### config.mk
export PLATFORM = sky130hd
export DESIGN_NAME = regfile_write_arbiter
export DESIGN_NICKNAME = d
export VERILOG_FILES = /design/src/rtl/regfile_pkg.sv /design/src/rtl/rr_arbiter2.sv /design/src/rtl/regfile_write_arbiter.sv
export SDC_FILE = /design/constraint.sdc
export NUM_CORES = 1
export LEC_CHECK = 0
export CAP_MARGIN = 10
export CORE_MARGIN = 8
export CORE_UTILIZATION = 42
export DETAILED_ROUTE_END_ITERATION = 6
export PLACE_DENSITY = 0.95
export SETUP_SLACK_MARGIN = 0.5
export SYNTH_ARGS = -nofsm -noshare
export SYNTH_HDL_FRONTEND = slang
export SYNTH_SLANG_ARGS = --single-unit
### constraint.sdc
create_clock -name CLK -period 3 [get_ports CLK]
set_clock_uncertainty 0.05 [all_clocks]
set_input_delay 0.6 -clock CLK [delete_from_list [all_inputs] [get_ports CLK]]
set_output_delay 0.6 -clock CLK [all_outputs]
set_load 0.05 [all_outputs]
### src/rtl/regfile_pkg.sv
`default_nettype none
// ============================================================================
//  Module      : regfile_pkg
//  Description : Shared constants and grant encoding for the register-bank
//                write-port arbiter.
//  Revision    : 1.0  initial release
// ============================================================================
package regfile_pkg;

    localparam int DATA_WIDTH = 64;
    localparam int NUM_REGS   = 32;
    localparam int ADDR_WIDTH = 5;
    localparam int ZERO_REG   = 31;
    localparam int CNT_WIDTH  = 16;

    // Identifies which requester won the most recent transfer
    typedef enum logic {
        GRANT_A = 1'b0,
        GRANT_B = 1'b1
    } grant_t;

endpackage
`default_nettype wire

### src/rtl/rr_arbiter2.sv
`default_nettype none
// ============================================================================
//  Module      : rr_arbiter2
//  Description : Two-requester round-robin arbiter holding the last-grant flop.
//  Revision    : 1.0  initial release
// ============================================================================
module rr_arbiter2
    import regfile_pkg::*;
(
    input  logic   clk,
    input  logic   rst,
    input  logic   i_req_a,
    input  logic   i_req_b,
    output logic   o_gnt_a,
    output logic   o_gnt_b,
    output grant_t o_last_grant
);

    grant_t r_last_grant;
    grant_t w_last_grant_nxt;
    logic   w_gnt_a;
    logic   w_gnt_b;

    // Contested cycles go to whoever did not win last; grants are held off in reset
    always_comb begin
        w_gnt_a          = 1'b0;
        w_gnt_b          = 1'b0;
        w_last_grant_nxt = r_last_grant;
        if (!rst) begin
            if (i_req_a && i_req_b) begin
                w_gnt_a = (r_last_grant == GRANT_B);
                w_gnt_b = (r_last_grant == GRANT_A);
            end else begin
                w_gnt_a = i_req_a;
                w_gnt_b = i_req_b;
            end
        end
        if (w_gnt_a) begin
            w_last_grant_nxt = GRANT_A;
        end else if (w_gnt_b) begin
            w_last_grant_nxt = GRANT_B;
        end
    end

    always_ff @(posedge clk or posedge rst) begin
        if (rst) begin
            r_last_grant <= GRANT_B;
        end else begin
            r_last_grant <= w_last_grant_nxt;
        end
    end

    assign o_gnt_a      = w_gnt_a;
    assign o_gnt_b      = w_gnt_b;
    assign o_last_grant = r_last_grant;

endmodule
`default_nettype wire

### src/rtl/regfile_write_arbiter.sv
`default_nettype none
// ============================================================================
//  Module      : regfile_write_arbiter
//  Description : Shares the register bank write port between two writers and
//                drives one-hot enables plus registered write data.
//  Revision    : 1.0  initial release
// ============================================================================
module regfile_write_arbiter #(
    parameter int DATA_WIDTH = regfile_pkg::DATA_WIDTH,
    parameter int NUM_REGS   = regfile_pkg::NUM_REGS,
    parameter int ADDR_WIDTH = regfile_pkg::ADDR_WIDTH,
    parameter int ZERO_REG   = regfile_pkg::ZERO_REG,
    parameter int CNT_WIDTH  = regfile_pkg::CNT_WIDTH
) (
    input  logic                  CLK,
    input  logic                  RESET,
    input  logic                  A_VALID,
    input  logic [ADDR_WIDTH-1:0] A_ADDR,
    input  logic [DATA_WIDTH-1:0] A_DATA,
    output logic                  A_READY,
    input  logic                  B_VALID,
    input  logic [ADDR_WIDTH-1:0] B_ADDR,
    input  logic [DATA_WIDTH-1:0] B_DATA,
    output logic                  B_READY,
    output logic [NUM_REGS-1:0]   REG_EN,
    output logic [DATA_WIDTH-1:0] REG_WRITE,
    output logic                  LAST_GRANT,
    output logic [CNT_WIDTH-1:0]  CONFLICT_COUNT
);

    import regfile_pkg::*;

    localparam logic [CNT_WIDTH-1:0] c_cnt_max = '1;

    logic                  w_gnt_a;
    logic                  w_gnt_b;
    grant_t                w_last_grant;
    logic                  w_xfer;
    logic [ADDR_WIDTH-1:0] w_addr;
    logic [DATA_WIDTH-1:0] w_data;
    logic [NUM_REGS-1:0]   w_dec;

    logic [NUM_REGS-1:0]   r_reg_en;
    logic [DATA_WIDTH-1:0] r_reg_write;
    logic [CNT_WIDTH-1:0]  r_conflict_count;

    rr_arbiter2 u_arb (
        .clk          (CLK),
        .rst          (RESET),
        .i_req_a      (A_VALID),
        .i_req_b      (B_VALID),
        .o_gnt_a      (w_gnt_a),
        .o_gnt_b      (w_gnt_b),
        .o_last_grant (w_last_grant)
    );

    assign w_xfer = w_gnt_a || w_gnt_b;
    assign w_addr = w_gnt_a ? A_ADDR : B_ADDR;
    assign w_data = w_gnt_a ? A_DATA : B_DATA;

    // The hardwired-zero register never gets an enable bit
    generate
        for (genvar gi = 0; gi < NUM_REGS; gi++) begin : g_decode
            assign w_dec[gi] = (w_addr == ADDR_WIDTH'(gi)) && (gi != ZERO_REG);
        end
    endgenerate

    always_ff @(posedge CLK or posedge RESET) begin
        if (RESET) begin
            r_reg_en    <= '0;
            r_reg_write <= '0;
        end else if (w_xfer) begin
            r_reg_en    <= w_dec;
            r_reg_write <= w_data;
        end else begin
            r_reg_en    <= '0;
        end
    end

    always_ff @(posedge CLK or posedge RESET) begin
        if (RESET) begin
            r_conflict_count <= '0;
        end else if (A_VALID && B_VALID && (r_conflict_count != c_cnt_max)) begin
            r_conflict_count <= r_conflict_count + CNT_WIDTH'(1);
        end
    end

    assign A_READY        = w_gnt_a;
    assign B_READY        = w_gnt_b;
    assign REG_EN         = r_reg_en;
    assign REG_WRITE      = r_reg_write;
    assign LAST_GRANT     = w_last_grant;
    assign CONFLICT_COUNT = r_conflict_count;

endmodule
`default_nettype wire

; ---- Word-level counts from Yosys, hierarchy flattened
; Index checks and enable logic that the tools add are counted.
[totals]
word_cells = 51
input_bits = 142
mem_count = 0
latch_bits = 0
romBits = 0
mem_bits_rw = 0
reg_bits = 112
[op_classes]
n_addsub = 1
div_mod_pow = 0
mux = 9
mul = 0
bitwise = 1
magnitude_cmp = 0
n_shift = 0
eq_ne = 31
reduce_logical = 5
[op_table]
columns = op, count
row1 = "== test 5 bit, second input constant", 15
row2 = two-way mux 64 bit, 1
row3 = "== test 5 x 4 -> 1 bit, second input constant", 8
row4 = two-way mux 31 bit, 1
row5 = "== test 5 x 3 -> 1 bit, second input constant", 4
row6 = "adder 16 x 1 -> 16 bit, second input constant", 1
row7 = "!= test 16 bit, second input constant", 1
row8 = "== test 5 x 2 -> 1 bit, second input constant", 2
row9 = two-way mux 1 bit, 6
row10 = "== test 5 x 1 -> 1 bit, second input constant", 1
row11 = logical NOT 5 bit, 1
row12 = two-way mux 5 bit, 1
row13 = logical AND 1 bit, 2
row14 = nonzero test 2 bit, 1
row15 = logical OR 1 bit, 1
row16 = NOT 1 bit, 1

; ---- Depth between registers and ports, before layout
; Gate-level depths: netlist of run 1.
[depth]
ltp_word = 6
ltp_mapped = 8
depth_no_buf = 5

; ---- By module
; A second synthesis of run 1 with hierarchy kept.
[hier_totals]
cells_unflattened = 461
area_unflattened_um2 = 4884.7
[modules_own_cells]
columns = mod, instances, cells_per_inst, seq_area_each_um2, area_each_um2
row1 = regfile_write_arbiter, 1, 453, 2777.7, 4813.4
row2 = rr_arbiter2, 1, 8, 26.3, 71.3

; ---- Least setup slack after synthesis of run 1
; Ideal clock, no wire load.
[synth_path]
path_kind = input to register
from = input RESET
to = register r_reg_write[15] (netlist: REG_WRITE[15])
cell_stages = 5
n_path_buf = 1
setup_ns = 0.126
arrival_ns = 2.860
required_ns = 2.824
slack_ns = -0.036
path_cell_list = inv_2 > o21ai_1 > clkbuf_1 > nand2_1 > nand2_1
[synth_between]
elab_chain_len = 2
word_cells_on_any_way = 4
[synth_rtl]
columns = element, line_no
row1 = "start, declared", regfile_write_arbiter.sv:16  ; input logic RESET,
row2 = two-way mux 1 bit, rr_arbiter2.sv:29  ; if (!rst) begin
row3 = two-way mux 64 bit / logical OR 1 bit (equally long branches), "regfile_write_arbiter.sv:59, regfile_write_arbiter.sv:57"
row4 = "end signal, assigned", regfile_write_arbiter.sv:74  ; r_reg_write <= w_data;
row5 = "end, declared", regfile_write_arbiter.sv:44  ; logic [DATA_WIDTH-1:0] r_reg_write;
; Several ways; a longest one is shown, not always the timed one.
; A chain may end at the register's enable or synchronous reset.

; ---- Worst setup path in the final report of run 1
[layout_path]
from = input A_VALID
to = output B_READY
[layout_between]
elab_chain_len = 3
[layout_rtl]
columns = element, line_no
row1 = "start, declared", regfile_write_arbiter.sv:17  ; input logic A_VALID,
row2 = logical AND 1 bit, rr_arbiter2.sv:30  ; if (i_req_a && i_req_b) begin
row3 = two-way mux 1 bit, rr_arbiter2.sv:30
row4 = two-way mux 1 bit, rr_arbiter2.sv:29
row5 = "end, declared", regfile_write_arbiter.sv:24  ; output logic B_READY,
; No other way between the ends.

==> impl_metrics.tcl, run 1 <==
set metrics [dict create \
    outcome "finished clean" \
    yosysWarnings 0 \
    ys_ff_latch 112 \
    initial_core_util 0.425 \
    end_kind "primary output" \
    post_drt_wl_per_cell_um 19.6 \
    portBuffers 255 \
    nets 861 \
    async_flop_share 1.00 \
    areaGrowthSynthToFinish_pct 64.3 \
    seqCellArea_sq_um 2800 \
    hp-class "input port to asynchronous set/reset pin" \
    setup_viol 0 \
    insertion_delay_ns 0.35 \
    leakage_nw 3.49 \
    rows 39 \
    hold_buffers 0 \
    synth_top_cells_by_count "nand2_1, dfrtp_1, a22oi_1, clkbuf_1, nor3b_1" \
    wl_mm 17.0 \
    grt_first_pass_wirelength_mm 25.6 \
    dpl.hpwl_mm 13.1 \
    worstMarginPinSlew_ns 0.664 \
    yosysSeqAreaShare 0.585 \
    r2r_start "CONFLICT_COUNT[0]$_DFFE_PP0P_" \
    synth_edf_count 0 \
    chipWidth_um 123 \
    yosys.area.top_type "dfrtp_1" \
    root_buffer "clkbuf_16" \
    drv_slew 0 \
    vias 4657 \
    synth_cells 467 \
    cts_htree_levels 3 \
    irDropWorstVdd_uv 713 \
    core_sq_um 11300 \
    max-cap-violations 0 \
    multi_input_area_sq_um 1880 \
    cts_sinks 112 \
    drc 0 \
    r2r-end "CONFLICT_COUNT[1]$_DFFE_PP0P_" \
    layout-drive-gt1-share 0.0636 \
    antennaDiodeCount 0 \
    placed_cells 849 \
    syn_nets 610 \
    grt_overflow 0 \
    final.fill_count 783 \
    fmax_mhz 409 \
    reg2reg_depth 5 \
    arrival_ns 1.79 \
    gp_congestion 0.871 \
    syn_avg_cell_area_sq_um 10.3 \
    vias_per_cell 5.38 \
    min_period_over_period 0.815 \
    whs_ns 0.323 \
    ys_types 46 \
    drt_pass1_iterations 5 \
    slew_headroom 0.557 \
    synth_flop_cell "dfrtp_1" \
    rsz0062_at_grt "false" \
    yosysMostFrequentCell "nand2_1" \
    cp-start-kind "input port" \
    min_period_ns 2.44 \
    synth_top_cells_by_area "dfrtp_1, nand2_1, a22oi_1, nor3b_1, xnor2_1" \
    die_h_um 123 \
    netlist_area_sq_um 4790 \
    antenna_found_initial 0 \
    p_per_area_nw_per_um2 599 \
    path_clk_slew_ns 0.07 \
    path_class "input port to primary output" \
    grt_pass1_vias 4852 \
    yosysTopAreaCellShare 0.580 \
    cts_tree "done" \
    io_pins 257 \
    grt_use_total 0.217 \
    hold_viol 0 \
    fin_cells 866 \
    cts_buffers 9 \
    die_area_sq_um 15100 \
    setup_tns_ns 0 \
    antenna_left 0 \
    required_ns 2.35 \
    drt_iter0_markers 343 \
    crit_fanout 11 \
    cts_buffer_depth 2 \
    grt_max_degree 65 \
    r2r_slack_ns 0.80 \
]
-- per-layer routing --
layer / global-route usage / part of all wire / up-vias
met5: 0 / 0 / -
met4: 0.0823 / 0.021 / 0
met3: 0.0626 / 0.11 / 34
met2: 0.399 / 0.52 / 261
met1: 0.229 / 0.35 / 2238
li1: - / - / 2124
-- final cells by class --
type	instances	share of cell area
tap	143	0.0227
inverter	4	0.00223
timing repair buffer	267	0.341
clock buffer	9	0.0286
clock inverter	7	0.0107
multi-input combinational	324	0.239
sequential	112	0.356
-- power breakdown --
part / switching (mW) / internal (mW) / leakage [nW]
logic: 1.03 / 0.613 / 1.90
clock network: 0.576 / 0.665 / 0.149
registers: 0.137 / 1.69 / 1.44
total: 1.75 / 2.96 / 3.49
-- critical path, stage by stage --
cell and delay (ns):
clkdlybuf4s50_1 0.42, buf_4 0.19, a21bo_2 0.24, nor2_4 0.17, buf_12 0.16
-- sequential cells by signal, indices dropped and copies added, names as in the netlist --
register / flops
u_arb.o_last_grant: 1
CONFLICT_COUNT: 16
REG_EN: 31
REG_WRITE: 64
-- per-stage QoR --
stage / total power, mW / area (sq um) / setup slack, ns / utilization
after floorplan: 2.78 / 4790 / 0.614 / -
after global placement: 3.45 / 7540 / 0.467 / 0.669
after detailed placement: 3.50 / 7540 / 0.343 / 0.669
after CTS: 4.74 / 7850 / 0.507 / 0.697
after global routing: 4.89 / 7870 / 0.503 / 0.698
final: 4.71 / 7870 / 0.555 / 0.698
-- cells by family (layout without fill, tap and decap cells) --
kind of cell | count (synthesis) | after routing | share of synthesized area
buf+inv | 31 | 287 | 0.0282
compound gates | 81 | 81 | 0.126
fa+ha+maj | 1 | 1 | 0.00261
simple gates | 218 | 218 | 0.209
xor+xnor | 11 | 11 | 0.0201
other cells | 1 | 1 | 0.000783
flops | 112 | 112 | 0.585
mux | 12 | 12 | 0.0277
-- placed cells by master (no fill, tap or decap), drive strengths merged, types with 2 or more instances in the layout --
cell / n
clkdlybuf4s50: 251
nand2: 142
dfrtp: 111
a22oi: 64
buf: 14
nor3b: 12
and2: 11
nand4: 11
nor2: 10
xnor2: 9
clkbuf: 9
inv: 8
nand3: 7
mux2: 7
nor3: 6
mux2i: 5
nand2b: 5
nor4: 5
a211oi: 3
and3: 3
nor2b: 3
o21ai: 3
or4: 2
xor2: 2
a31oi: 2
dlymetal6s2s: 2
o311ai: 2
-- how the worst max path moves through the flow --
stage               slack [ns]                        end  cells after the start    start
floorplan                 0.61  REG_WRITE[15]$_DFFE_PP0P_                      5    RESET
global placement          0.47       REG_EN[21]$_DFF_PP0_                      7  B_VALID
detailed placement        0.34       REG_EN[23]$_DFF_PP0_                      6    RESET
CTS                       0.51                    A_READY                      4    RESET
global route              0.50                    B_READY                      5  A_VALID
finish                    0.56                    B_READY                      5  A_VALID
-- repair_timing --
item	in CTS	in global routing
setup endpoints to repair	0	1
gates resized for setup	0	4
setup buffers	0	1
(Power assumes the default switching activity.)
==> inputs of run 2 (changes only) <==
- CORE_UTILIZATION: 42 -> 39
- PLACE_DENSITY: 0.95 -> 0.92
- clock period: 3 -> 2.25 ns (I/O delays scaled with it)
==> run 2 against run 1 <==
Combinational power rose by 42%. First-iteration DRC count rose by 5.0%. Global-route usage rose by 2.5 points. Via count rose by 4.5%. Register-to-register slack got worse by 0.61 ns. Critical endpoint is now REG_EN[16]$_DFF_PP0_.
==> impl_metrics.tcl, run 2 (synthesis results as in run 1) <==
set metrics [dict create \
    root_buffer "clkbuf_16" \
    whs_ns 0.355 \
    drv_slew 0 \
    grt_overflow 0 \
    worstPathCellList "and2b_2 > nor3_4 > buf_12 > buf_8 > buf_8 > buf_12 > mux2i_4 > buf_12 > nor4_2" \
    cts_tree "done" \
    grt_pass1_vias 5228 \
    grt_first_pass_wirelength_mm 30.1 \
    irDropWorstVdd_uv 774 \
    io_pins 257 \
    drt_iter0_markers 360 \
    nets 901 \
    p_clk_frac 0.268 \
    layout-drive-gt1-share 0.322 \
    hold_buffers 0 \
    rows 40 \
    required_ns 2.44 \
    cts_buffer_depth 2 \
    setup_viol 0 \
    max_stage_delay_ns 0.54 \
    final.fill_count 801 \
    vias 4865 \
    areaGrowthSynthToFinish_pct 82.4 \
    switchingPower_mw 2.46 \
    arrival_ns 2.24 \
    final_common_cell "nand2_1" \
    combPwrFrac 0.357 \
    crit_top_cell "buf_12" \
    path_class "register to register" \
    fmax_mhz 486 \
    drt_pass1_iterations 5 \
    hold_viol 0 \
    p_per_area_nw_per_um2 750 \
    max-cap-violations 0 \
    setup_tns_ns 0 \
    sw_frac_of_total 0.375 \
    antenna_found_initial 0 \
    vias_per_cell 5.35 \
    grt_use_total 0.242 \
    chipWidth_um 127 \
    die_area_sq_um 16100 \
    cts_buffers 9 \
    initial_core_util 0.399 \
    p_int_mw 4.10 \
    seqPwrFrac 0.375 \
    hp-class "input port to asynchronous set/reset pin" \
    slew_headroom 0.543 \
    portBuffers 255 \
    crit_fanout 7 \
    worstMarginPinSlew_ns 0.685 \
    post_drt_wl_per_cell_um 22.2 \
    grt_max_degree 65 \
    cts_sinks 112 \
    drc 0 \
    antenna_left 0 \
    gp_congestion 0.889 \
    die_h_um 127 \
    leakage_nw 3.95 \
    end_kind "register" \
    worst_path_max_delay_cell "dfstp_2" \
    antennaDiodeCount 0 \
    core_sq_um 12000 \
    min_period_ns 2.06 \
    rsz0062_at_grt "true" \
    layout_common_cells "nand2_1, clkdlybuf4s50_1, dfrtp_1, clkbuf_2, a22oi_1" \
    cts_htree_levels 3 \
    insertion_delay_ns 0.35 \
    seqCellArea_sq_um 2820 \
    min_period_over_period 0.914 \
    path_clk_slew_ns 0.08 \
    largest_register_ffs 64 \
    outcome "finished clean" \
    dpl.hpwl_mm 13.7 \
    wl_mm 20.2 \
    multi_input_area_sq_um 2320 \
    cp-start-kind "register" \
]
run 2: cell count changes in the layout (fill, tap and decap cells not counted), sizes merged:
cell and delta:
clkbuf +47, clkdlybuf4s50 -113, buf +39, clkdlybuf4s15 +58, bufinv +1, bufbuf +3, dlymetal6s2s -2, dlygate4sd2 +8
inv -1
run 2: final timing paths:
check,startpoint,endpoint,slack [ns],cells after the start
hold reg to reg,REG_WRITE[21]$_DFFE_PP0P_,REG_WRITE[21]$_DFFE_PP0P_,0.42,2
setup reg to reg,u_arb.o_last_grant$_DFFE_PP1P_,REG_EN[16]$_DFF_PP0_,0.19,9
hold / removal,RESET,REG_EN[21]$_DFF_PP0_,0.35,4
min in group CLK,REG_WRITE[21]$_DFFE_PP0P_,REG_WRITE[21]$_DFFE_PP0P_,0.42,2
setup / recovery,u_arb.o_last_grant$_DFFE_PP1P_,REG_EN[16]$_DFF_PP0_,0.19,9
max in group asynchronous,RESET,CONFLICT_COUNT[5]$_DFFE_PP0P_,0.92,5
run 2: through the flow:
stage                     total power, mW  utilization  cells  worst slack (ns)  instance area [sq um]
final                                6.56        0.728    910             0.194                   8740
after global routing                 6.79        0.728    910             0.150                   8740
after CTS                            6.59        0.739    905             0.200                   8880
after detailed placement             4.78        0.661    860           -0.0821                   7940
after global placement               4.71        0.661    860           -0.0188                   7940
after floorplan                      3.82            -    467             0.238                   5180
run 2: repair_timing:
item,in CTS,in global routing
buffers inserted,23,5
endpoints found under the setup margin,209,160
cloned,6,0
pin swaps,9,18
resized for setup,273,74
run 2: cell type report:
cell class / instances / area share
inverters: 4 / 0.00315
well taps: 147 / 0.0210
clock inverters: 7 / 0.0117
clock buffers: 9 / 0.0258
multi-input cells: 324 / 0.265
repair buffers: 307 / 0.350
flip-flops and latches: 112 / 0.323
run 2: power by group through the flow:
stage	clock, mW	sequential [mW]	combinational (mW)
2_1_floorplan	0	3.31	0.513
3_3_place_gp	0	2.47	2.24
3_5_place_dp	0	2.49	2.30
4_1_cts	1.79	2.45	2.36
5_1_grt	1.86	2.49	2.44
6_report	1.76	2.46	2.34
run 2: critical path: cells and delay by family (launching register included):
kind	cells	cell delay, ns
buffers and inverters	5	0.63
flip-flops	1	0.54
AND/OR/NAND/NOR	3	0.44
multiplexers	1	0.27
run 2: metal layers:
layer	track usage	vias to the layer above	part of all wire
met1	0.256	2386	0.36
met4	0.0812	0	0.020
met2	0.456	234	0.54
met3	0.0595	34	0.070
met5	0	-	0
li1	-	2211	-
==> inputs of run 3 (changes only) <==
- CORE_UTILIZATION: 39 -> 40
- CTS_BUF_LIST: default -> sky130_fd_sc_hd__clkbuf_4
- PLACE_DENSITY: 0.92 -> 0.94
==> run 3 against run 2 <==
Cell count up 0.88%. Clock power down 49%. Sequential cell count unchanged. First-iteration DRC count up 7.2%. Critical path type is now register to primary output. Critical endpoint is now A_READY. Largest cell class unchanged.
==> impl_metrics.tcl, run 3 (synthesis results as in run 1) <==
set metrics [dict create \
    layout_common_cells "nand2_1, clkdlybuf4s50_1, dfrtp_1, buf_2, a22oi_1" \
    areaGrowthSynthToFinish_pct 75.6 \
    hold_viol 0 \
    insertion_delay_ns 0.44 \
    grt_max_degree 82 \
    cts_buffers 9 \
    cts_tree "done" \
    largest_register_ffs 64 \
    cts_htree_levels 3 \
    min_period_over_period 0.982 \
    place_ws_ns -0.0678 \
    fin_cells 918 \
    antenna_left 0 \
    cts_buffer_depth 2 \
    place_area_sq_um 7940 \
    r2r-end "REG_EN[24]$_DFF_PP0_" \
    dpl.hpwl_mm 13.4 \
    die_area_sq_um 15700 \
    path_clk_slew_ns 0.18 \
    fmax_mhz 453 \
    vias_per_cell 5.36 \
    crit_fanout 2 \
    seqPwrFrac 0.431 \
    drt_iter0_markers 386 \
    startpoint "u_arb.o_last_grant$_DFFE_PP1P_" \
    r2r_slack_ns 0.05 \
    hold_path_end "REG_WRITE[38]$_DFFE_PP0P_" \
    wl_mm 20.1 \
    r2r_start "u_arb.o_last_grant$_DFFE_PP1P_" \
    portBuffers 255 \
    whs_path_depth 2 \
    reg2reg_depth 7 \
    switchingPower_mw 2.37 \
    cts_sinks 112 \
    hp-start "REG_WRITE[38]$_DFFE_PP0P_" \
    io_pins 257 \
    arrival_ns 1.71 \
    drc 0 \
    leakage_nw 3.96 \
    setup_viol 0 \
    required_ns 1.75 \
    postLayoutCellArea_sq_um 8420 \
    drt_pass1_iterations 4 \
    root_buffer "clkbuf_4" \
    drv_slew 0 \
    irDropWorstVdd_uv 872 \
    p_per_area_nw_per_um2 678 \
    nets 909 \
    grt_pass1_vias 5166 \
    vias 4922 \
    max-cap-violations 0 \
    sw_frac_of_total 0.416 \
    rows 40 \
    antenna_found_initial 0 \
    grt_first_pass_wirelength_mm 29.3 \
    worstMarginPinSlew_ns 0.748 \
    p_clk_frac 0.158 \
    p_int_mw 3.33 \
    outcome "finished clean" \
    hp-class "register to register" \
    combPwrFrac 0.411 \
    min_period_ns 2.21 \
    gp_congestion 0.949 \
    antennaDiodeCount 0 \
    post_drt_wl_per_cell_um 21.9 \
    core_sq_um 11900 \
    end_kind "primary output" \
    die_h_um 125 \
    grt_use_total 0.236 \
    cp-start-kind "register" \
    initial_core_util 0.404 \
    rsz0062_at_grt "true" \
    slew_headroom 0.501 \
    path_class "register to primary output" \
    grt_overflow 0 \
    chipWidth_um 125 \
    placed_cells 860 \
    layout-drive-gt1-share 0.364 \
    setup_slack_ns 0.0413 \
]
[run 3: cell types whose count changed in the layout (fill, tap and decap cells not counted), sizes merged]
| cell | delta |
|---|---|
| buf | +96 |
| clkdlybuf4s15 | -44 |
| clkbuf | -42 |
| dlygate4sd2 | -8 |
| clkinv | +4 |
| inv | -3 |
| bufbuf | +2 |
| bufinv | -2 |
| dlymetal6s2s | +2 |
| clkdlybuf4s18 | +1 |
| clkdlybuf4s50 | +1 |
| nand2 | +1 |
[run 3: critical path, stage by stage (launching register included)]
cell and delay [ns]:
dfstp_2 0.59, and2b_2 0.25, nor3_4 0.16, buf_12 0.13, buf_12 0.12
[run 3: worst max path at each step]
stage               slack (ns)                       endpoint  cells past startpoint
floorplan                 0.24  CONFLICT_COUNT[1]$_DFFE_PP0P_                      6
global placement          0.02           REG_EN[28]$_DFF_PP0_                      6
detailed placement       -0.07           REG_EN[28]$_DFF_PP0_                      6
CTS                       0.04                        A_READY                      4
global route             -0.02                        A_READY                      4
finish                    0.04                        A_READY                      4
[run 3: what timing repair did]
item | in CTS | in global routing
resized for setup | 426 | 156
pin swaps | 10 | 12
setup endpoints to repair | 210 | 231
gates cloned | 9 | 1
buffers inserted | 17 | 15
hold buffers | 0 | 0
[run 3: area by class of cell]
class,instances,area (sq um)
fillers,831,3450
well taps,147,184
clock buffers,10,75.1
inverters,4,27.5
multi-input cells,325,2320
repair buffers,314,2940
clock inverters,6,46.3
flip-flops and latches,112,2820
[run 3: per-stage QoR]
stage	total power [mW]	util	hold slack [ns]	TNS [ns]
CTS	5.71	0.724	0.290	0
floorplan	3.82	-	0.307	0
detailed placement	4.78	0.669	0.407	-0.287
global route	5.94	0.709	0.423	-0.0194
global placement	4.71	0.669	0.402	0
finish	5.70	0.709	0.436	0
[run 3: per-layer routing]
layer	vias to the layer above	track usage	routed length, um	share of wire
met5	-	0	0	0
li1	2228	-	-	-
met3	28	0.0569	1280	0.064
met2	237	0.432	10800	0.54
met4	0	0.0544	367	0.018
met1	2429	0.270	7660	0.38
[run 3: power by group through the flow]
stage,Sequential [mW],Clock [mW],Combinational (mW)
after global placement,2.47,0,2.24
final,2.46,0.902,2.34
after detailed placement,2.49,0,2.29
after CTS,2.45,0.922,2.34
after global routing,2.48,1.01,2.45
after floorplan,3.31,0,0.513
==> patch (settings of run 2) <==
Set the package constant `ADDR_WIDTH` to 6 (it was 5).
--- a/src/rtl/regfile_pkg.sv
+++ b/src/rtl/regfile_pkg.sv
@@ -9,7 +9,7 @@
 
     localparam int DATA_WIDTH = 64;
     localparam int NUM_REGS   = 32;
-    localparam int ADDR_WIDTH = 5;
+    localparam int ADDR_WIDTH = 6;
     localparam int ZERO_REG   = 31;
     localparam int CNT_WIDTH  = 16;
 
Ports: changed (resized A_ADDR and B_ADDR); port bits go from 257 to 259. No check against the original RTL was run, so the function may have changed too.
==> patch against run 2 <==
Register-to-register slack better by 60 ps. Critical path type is now register to output port. Sequential share of layout area up 1.7 points. Cell area down 5.0%. Highest routed layer unchanged. Fmax down 0.55%. Worst setup slack worse by 11 ps. Largest power group unchanged. Wire length down 12%. Combinational power down 7%. Area after synthesis up 1.8%. Via count up 1.2%. Sequential cell count unchanged. Power down 4.8%.
==> patch: results (changes against run 2) <==
{| class="wikitable"
! Metric !! Value
|-
| Max Fanout on Critical Path || 2 (was 7)
|-
| Drt first pass iters || 5 (unchanged)
|-
| Commonest cells post-synth || sky130_fd_sc_hd__nand2_1 (137), sky130_fd_sc_hd__dfrtp_1 (111), sky130_fd_sc_hd__a22oi_1 (64) (was sky130_fd_sc_hd__nand2_1 (141), sky130_fd_sc_hd__dfrtp_1 (111), sky130_fd_sc_hd__a22oi_1 (64))
|-
| Cell count after placement || 917 (was 860)
|-
| Synthesized area divided by synthesized cell count || 10.02 um^2 (was 10.26 um^2)
|-
| Total global routing track utilization || 21.12% (was 24.18%)
|-
| Net count after synthesis || 632 (was 610)
|-
| Largest delay share family, worst path || flip-flops (was buffers and inverters)
|-
| Post-layout instance count excluding filler cells || 951 (was 910)
|-
| Detailed router's first-iteration violation count || 361 (was 360)
|-
| Sequential share of the synthesized area || 57.48% (was 58.51%)
|-
| Number of distinct library cell variants in the gate-level netlist after synthesis || 48 (was 46)
|-
| Result of the run || finished, final reports clean (unchanged)
|-
| Via total after detailed routing || 4922 (was 4865)
|-
| Post-route worst hold slack || 342.7 ps (was 354.7 ps)
|-
| Number of global-route vias before repair || 4995 (was 5228)
|-
| Final HPWL from detailed placement || 13240 um (was 13720 um)
|-
| Layout cell share with drive strength beyond 1 || 21.05% (was 32.24%)
|-
| Total wirelength of the detailed-routed design || 17780 um (was 20220 um)
|-
| Count of cells along the worst register-to-register path || 8 (was 9)
|-
| Adder-Cell Fraction of Synth Area || 0.2565% (was 0.2611%)
|-
| Pin count of the biggest net entering global routing || 65 (unchanged)
|-
| Clock slew seen by the registers of the worst setup and hold paths || 70 ps
|-
| Endpoint of the most critical register-to-register path || REG_EN[12] (was REG_EN[16])
|-
| Weighted congestion reported at the end of routability-driven placement || 0.8507 (was 0.8890)
|-
| Resize count post-CTS || 211 (was 273)
|-
| Compound-gate portion of the synthesized area || 14.70% (was 12.64%)
|-
| First-pass GRT wire length || 26990 um (was 30080 um)
|-
| Endpoint of the worst setup timing path || A_READY (was REG_EN[16])
|-
| Slew @ Worst Pin || 558.6 ps (was 685.0 ps)
|-
| Max VDD drop || 0.0008419 V (was 0.0007737 V)
|-
| Portion of netlist area occupied by mux cells || 0.9233% (was 2.768%)
|-
| Static leakage || 0.003852 uW (was 0.003947 uW)
|-
| Postcts setup bufs || 11 (was 23)
|-
| Setup slack, reg-to-reg || 250 ps (was 190 ps)
|-
| Post-Synth XOR/XNOR Area || 2.513% (was 2.010%)
|-
| IO buf count || 257 (was 255)
|}
==> patch: layout make-up <==
class	instances	area, um^2
clock buffer	10	239.0
clock inverter	6	67.56
fill	948	4111
inverter	2	10.01
multi-input combinational	344	2016
sequential	112	2818
tap	172	215.2
timing repair buffer	305	2938
==> patch: layer usage <==
layer  vias to the layer above  global-route usage, %  part of all wire, %  routed length, um
li1                       2283                      -                    -                  -
met1                      2359                  24.82                   40               7041
met2                       246                  36.96                   51               9051
met3                        34                  4.992                  7.2               1285
met4                         0                  7.203                  2.3                406
met5                         -                      0                    0                  0
==> patch: through the flow <==
step	instance area (um^2)	setup slack, ps	TNS (ps)
6_report	8303	183.0	0
5_1_grt	8303	118.8	0
4_1_cts	8334	112.8	0
3_5_place_dp	7890	-103.8	-2107
3_3_place_gp	7890	0.06806	0
2_1_floorplan	4937	283.0	0
==> patch: report_power, final <==
group          total [uW]  leakage (uW)  switching, uW  internal, uW
logic                2170       0.00228           1410           766
registers            2450       0.00143            192          2260
clock network        1620      0.000145            726           898
